### config.mk
export PLATFORM = sky130hd
export DESIGN_NAME = pipe_stage_buf
export DESIGN_NICKNAME = d
export VERILOG_FILES = /design/src/rtl/pipe_stage_buf.sv
export SDC_FILE = /design/constraint.sdc
export NUM_CORES = 1
export LEC_CHECK = 0
export ABC_CLOCK_PERIOD_IN_PS = 1600
export CAP_MARGIN = 5
export CORE_ASPECT_RATIO = 0.9
export CORE_MARGIN = 3
export CORE_UTILIZATION = 44
export DETAILED_ROUTE_END_ITERATION = 12
export PLACE_DENSITY_LB_ADDON = 0.2
export SLEW_MARGIN = 10
export SYNTH_ARGS = -nofsm -noshare
export SYNTH_HDL_FRONTEND = slang
export SYNTH_SLANG_ARGS = --single-unit
### constraint.sdc
create_clock -name CLK -period 1.6 [get_ports CLK]
set_input_delay 0.32 -clock CLK [delete_from_list [all_inputs] [get_ports CLK]]
set_output_delay 0.32 -clock CLK [all_outputs]
set_load 0.005 [all_outputs]
### src/rtl/pipe_stage_buf.sv
// pipe_stage_buf: elastic valid/ready buffer between two adjacent pipeline
// stages. Holds up to DEPTH payloads in FIFO order, reports occupancy and
// supports a single-cycle synchronous flush.
//
// Ports:
//   CLK        clock, rising edge
//   nRST       asynchronous active-low reset
//   flush      discard all buffered entries on the next edge
//   in_valid   upstream payload valid
//   in_ready   buffer can accept this cycle (state only, no path from out_ready)
//   in_data    upstream payload
//   out_valid  head entry valid
//   out_ready  downstream consumes the head entry this cycle
//   out_data   head entry payload
//   count      number of valid entries, 0..DEPTH
module pipe_stage_buf #(
    parameter int unsigned  DATA_W = 32,
    parameter int unsigned  DEPTH  = 2,
    localparam int unsigned CW     = $clog2(DEPTH + 1)
) (
    input  logic              CLK,
    input  logic              nRST,
    input  logic              flush,
    input  logic              in_valid,
    output logic              in_ready,
    input  logic [DATA_W-1:0] in_data,
    output logic              out_valid,
    input  logic              out_ready,
    output logic [DATA_W-1:0] out_data,
    output logic [CW-1:0]     count
);

    localparam int unsigned      PTR_W    = (DEPTH > 1) ? $clog2(DEPTH) : 1;
    localparam logic [PTR_W-1:0] LAST_PTR = PTR_W'(DEPTH - 1);
    localparam logic [CW-1:0]    FULL_CNT = CW'(DEPTH);

    logic [DATA_W-1:0] mem_q [DEPTH];
    logic [DATA_W-1:0] mem_d [DEPTH];
    logic [PTR_W-1:0]  rd_ptr_q, rd_ptr_d;
    logic [PTR_W-1:0]  wr_ptr_q, wr_ptr_d;
    logic [CW-1:0]     count_q, count_d;
    logic              push;
    logic              pop;

    // Circular pointer advance; DEPTH need not be a power of two.
    function automatic logic [PTR_W-1:0] ptr_inc(input logic [PTR_W-1:0] p);
        return (p == LAST_PTR) ? '0 : p + PTR_W'(1);
    endfunction

    // Handshake status comes from registered occupancy only.
    assign in_ready  = (count_q != FULL_CNT);
    assign out_valid = (count_q != '0);
    assign out_data  = mem_q[rd_ptr_q];
    assign count     = count_q;

    // Flush blocks both transfers so a flushed push never lands in storage.
    assign push = in_valid  & in_ready  & ~flush;
    assign pop  = out_valid & out_ready & ~flush;

    // Next-state: storage, pointers and occupancy.
    always_comb begin
        mem_d    = mem_q;
        rd_ptr_d = rd_ptr_q;
        wr_ptr_d = wr_ptr_q;
        count_d  = count_q;
        if (flush) begin
            rd_ptr_d = '0;
            wr_ptr_d = '0;
            count_d  = '0;
        end else begin
            if (push) begin
                mem_d[wr_ptr_q] = in_data;
                wr_ptr_d        = ptr_inc(wr_ptr_q);
            end
            if (pop) begin
                rd_ptr_d = ptr_inc(rd_ptr_q);
            end
            if (push && !pop) begin
                count_d = count_q + CW'(1);
            end else if (pop && !push) begin
                count_d = count_q - CW'(1);
            end
        end
    end

    // State registers; reset clears storage so out_data reads zero.
    always_ff @(posedge CLK or negedge nRST) begin
        if (!nRST) begin
            for (int unsigned i = 0; i < DEPTH; i++) begin
                mem_q[i] <= '0;
            end
            rd_ptr_q <= '0;
            wr_ptr_q <= '0;
            count_q  <= '0;
        end else begin
            mem_q    <= mem_d;
            rd_ptr_q <= rd_ptr_d;
            wr_ptr_q <= wr_ptr_d;
            count_q  <= count_d;
        end
    end

endmodule

# [Yosys cells after proc, flatten, opt, wreduce, memory -nomap -nowiden]
# Cells that the tools add are included.
[totals] elab_cells=45 regBits=68 output_inout_bits=36 input_bits=37
[classes] add_sub_neg=4 order_cmp=3 n_reduce_logical=10 mux=15 bitwise=7 eq_ne=1
[ops] op="32-bit two-way mux" n=4
[ops] op="64-bit bitwise mux" n=1
[ops] op="32-bit demux with 1-bit select" n=1
[ops] op="1-bit two-way mux" n=6
[ops] op="2-bit two-way mux" n=3
[ops] op="2-bit nonzero test" n=3
[ops] op="1-bit bitwise AND" n=4
[ops] op="2-bit greater-or-equal comparator, second input constant" n=2
[ops] op="1-bit inverter with 2-bit output" n=2
[ops] op="1-bit logical AND" n=3
[ops] op="3-bit nonzero test" n=1
[ops] op="1-bit adder, second input constant" n=2
[ops] op="2-bit by 1-bit adder with 2-bit output, second input constant" n=1
[ops] op="1-bit zero test" n=2
[ops] op="2-bit by 1-bit less-than comparator with 1-bit output, second input constant" n=1
[ops] op="2-bit inequality test, second input constant" n=1
[ops] op="2-bit AND reduction" n=1
[ops] op="2-bit by 1-bit subtractor with 2-bit output, second input constant" n=1
[ops] op="1-bit inverter" n=1

# [Depth between registers and ports, before layout]
[logic_depth] ltp_word=8 ltp_mapped=5

# [Least setup slack after synthesis]
# OpenSTA, ideal clock, no wires.
[synth_path] path_kind="reg-to-output" startpoint="reg rd_ptr_q" endpoint="out out_data[10]" slack_ns=0.038 n_path_buf=2 required_ns=1.280 stages_incl_launch_ff=4 t_arrival_ns=1.242 path_cell_list="dfrtp_1 -> clkbuf_1 -> clkbuf_1 -> mux2_2"
[synth_via] elab_chain_cells=4
[synth_lines] item="from (decl)" line_no="39" source="logic [PTR_W-1:0] rd_ptr_q, rd_ptr_d;"
[synth_lines] item="from (signal assigned)" line_no="97" source="rd_ptr_q <= rd_ptr_d;"
[synth_lines] item="1-bit inverter with 2-bit output (not written as such)" line_no="53" source="assign out_data = mem_q[rd_ptr_q];"
[synth_lines] item="32-bit two-way mux (not written as such) (3 in series)" line_no="53"
[synth_lines] item="to (decl)" line_no="29" source="output logic [DATA_W-1:0] out_data,"
# Every way passes these cells. The select of a mux whose other input is x is not followed.

# [Worst setup path after layout]
[layout_path] startpoint="reg rd_ptr_q" endpoint="out out_data[26]"
# The elaborated chain is that of the path after synthesis.

==> impl_metrics.csv <==
group,metric,value,unit
placed_design,post-dp-hpwl,4.13,mm
setup_path,worst_setup_path_end_kind,"primary output",
logic_synthesis,syn-num-nets,232,
logic_synthesis,synth_area,3010,um2
clock_network,cts_tree,"yes",
placed_design,place_congestion,0.713,
setup_path,critical_path_class,"reg -> out",
cells_and_area,fin_cells,394,
sta,period_minus_slack,1.81,ns
logic_synthesis,ys_seq_area_frac,0.566,
sta,max_freq,552,MHz
setup_path,crit_slowest_cell,"dfrtp_2",
cells_and_area,antenna_cells,0,
setup_path,crit_required,1.28,ns
cells_and_area,n_fill_cell,418,
cells_and_area,multi_input_area,1540,um2
setup_path,cpPeakStageDelay,0.45,ns
die,fp.dieH,84.4,um
logic_synthesis,ys.flop_type,"dfrtp_1",
logic_synthesis,async_reset_ff_frac,1.00,
die,rows,27,
die,initial_core_util,0.474,
placed_design,pre_cts_slack,-0.347,ns
global_route,grt_overflow,0,
logic_synthesis,ys_types,22,
global_route,grt_max_degree,69,
cells_and_area,area_growth_syn_to_layout,54.3,%
global_route,grt_pass1_wl,10.4,mm
logic_synthesis,synth_top_cell_area_share,0.566,
logic_synthesis,postSynthCellCount,195,
sta,slew_violations,0,
logic_synthesis,synth-seq-cells,68,
flow_run,cap_violations,0,
setup_path,crit_path_cell_trace,"buf_6, buf_12, mux2_4, buf_6",
logic_synthesis,synthTopCellsByCount,"mux2_2 (91), dfrtp_1 (68), mux2_1 (5)",
setup_path,startpoint_type,"flop",
setup_path,worstPathArrival,1.49,ns
drt,drtIter0Drc,47,
sta,hold_viol_final,6,
placed_design,port-buffer-count,72,
clock_network,clk_pin_slew,0.07,ns
sta,worst_clock_skew,0.00626,ns
clock_network,clock_sink_count,68,
clock_network,cts_buffers,9,
cells_and_area,seq_area,1700,um2
sta,setup_tns,-9.62,ns
clock_network,cts-htree-levels,3,
sta,holdWs,-0.00772,ns
logic_synthesis,synth_most_common_cell,"mux2_2",
sta,rsz0062_at_grt,"true",
clock_network,cts_root_buf,"clkbuf_8",
sta,setup_viol,96,
die,core_area,6350,um2
status,outcome,"finished with violations",
placed_design,place_inst,358,
pwr,ir_drop,0.662,mV
die,die_w,93.2,um
logic_synthesis,ys_warn_count,0,
sta,period_share,1.13,
logic_synthesis,synth_edf_count,0,
clock_network,max-clock-path-buffers,2,
global_route,grt_antenna_before_repair,0,
status,violations,"negative hold slack, negative setup slack",
cells_and_area,nets,340,
setup_path,rr_worst_depth,7,
clock_network,clkLatencyLatePin,0.34,ns
hold_path,worstHoldPathType,"in -> async",
drt,avgViaCountPerCell,5.11,
sta,max_slew_margin,0.709,
die,boundaryPins,73,
pwr,power_density,1140,nW/um2
global_route,grt_pass1_vias,2064,
die,die_area,7870,um2
drt,drc,0,
drt,firstDrtPassIters,4,
setup_path,crit_path_max_fanout,5,
setup_path,crit_top_cell,"buf_6",
cells_and_area,drive_above_1_share,0.612,
sta,layout_setup_ws,-0.212,ns
drt,wl_per_cell,19.3,um
global_route,grt_use_total,0.172,
logic_synthesis,synth_area_leader_cell,"dfrtp_1",
logic_synthesis,synth_area_leaders,"dfrtp_1 (57%), mux2_2 (34%), mux2_1 (1.9%)",
pwr,power,5.31,mW
drt,postRouteAntennaNets,0,
drt,totalWireLength,7.61,mm
clock_network,cts_hold_buf,0,
sta,tightest_slew,0.433,ns
drt,vias,2013,
pwr,p_leak,2.24,nW
logic_synthesis,synth_area_per_cell,15.4,um2
[power breakdown]
part / internal, mW / total [mW] / switching [mW] / leakage [nW]
logic: 1.24 / 1.76 / 0.518 / 1.34
clock network: 0.545 / 1.18 / 0.631 / 0.0779
registers: 2.13 / 2.37 / 0.241 / 0.813
[routing by layer]
| metal | GRT usage | vias up | wire length, um |
|---|---|---|---|
| li1 | - | 914 | - |
| met1 | 0.216 | 1041 | 3490 |
| met2 | 0.283 | 50 | 3690 |
| met3 | 0.0645 | 8 | 381 |
| met4 | 0.0399 | 0 | 53 |
| met5 | 0 | - | 0 |
[flip-flops by register name, indices dropped and copies added, names as in the netlist]
register / cells
mem_q: 64
count: 2
wr_ptr_q: 1
rd_ptr_q: 1
[path summary, 6_finish.rpt]
kind | startpoint | to | slack, ns
worst max-delay path | rd_ptr_q$_DFFE_PN0P_ | out_data[26] | -0.21
min in group CLK | mem_q[1]$_DFFE_PN0P_ | mem_q[1]$_DFFE_PN0P_ | 0.51
worst min-delay path | nRST | count[1]$_DFFE_PN0P_ | -0.008
worst max register to register | count[0]$_DFFE_PN0P_ | mem_q[63]$_DFFE_PN0P_ | -0.19
max in group asynchronous | nRST | rd_ptr_q$_DFFE_PN0P_ | 1.31
worst min register to register | mem_q[1]$_DFFE_PN0P_ | mem_q[1]$_DFFE_PN0P_ | 0.51
[placed cells by master (no fill, tap or decap), drive strengths merged]
cell           count
a21o               1
dlygate4sd2        2
mux2i              1
nor4               1
clkbuf            17
o21ai              2
a21oi              4
mux2              96
nand3b             1
clkinv             3
clkdlybuf4s50     35
nor2               1
o211ai             1
xor2               1
buf               63
dfrtp             68
or2                2
nand4b             1
inv                2
nor3b              1
clkinvlp           2
or3                1
nor2b              1
[worst max-delay path, delay by kind of cell, from the launching register on]
kind	cells	cell delay, ns
DFF	1	0.45
muxes	1	0.30
buffers and inverters	3	0.40
[cells by family (layout without fill, tap and decap cells)]
logic type             count (synthesis)  after routing  synth area share
AO/OA/AOI/OAI                          8              8            0.0150
XOR/XNOR                               1              1           0.00291
buffers and inverters                 12            124            0.0262
flip-flops                            68             68             0.566
multiplexers                          97             97             0.363
AND/OR/NAND/NOR                        9              9            0.0275
[through the flow]
stage / hold WS [ns] / util / instance area, um2
after floorplan: 0.0244 / - / 3010
after global placement: 0.369 / 0.621 / 3940
after detailed placement: 0.368 / 0.621 / 3940
after CTS: 0.0108 / 0.656 / 4170
after global routing: 0.0163 / 0.731 / 4640
final: -0.00772 / 0.731 / 4640
[final cells by class]
cell class / instances / share of cell area
clock inverters: 5 / 0.00647
flip-flops and latches: 68 / 0.367
repair buffers: 107 / 0.241
inverters: 2 / 0.00216
clock buffers: 10 / 0.0275
well taps: 87 / 0.0235
multi-input cells: 115 / 0.333
[timing repair]
action / in CTS / in global routing
resized for setup: 154 / 99
gates cloned: 3 / 7
setup endpoints to repair: 50 / 78
buffers inserted: 9 / 8
hold endpoints to repair: 0 / 0
No activity file was read; power rests on OpenSTA's default activity.
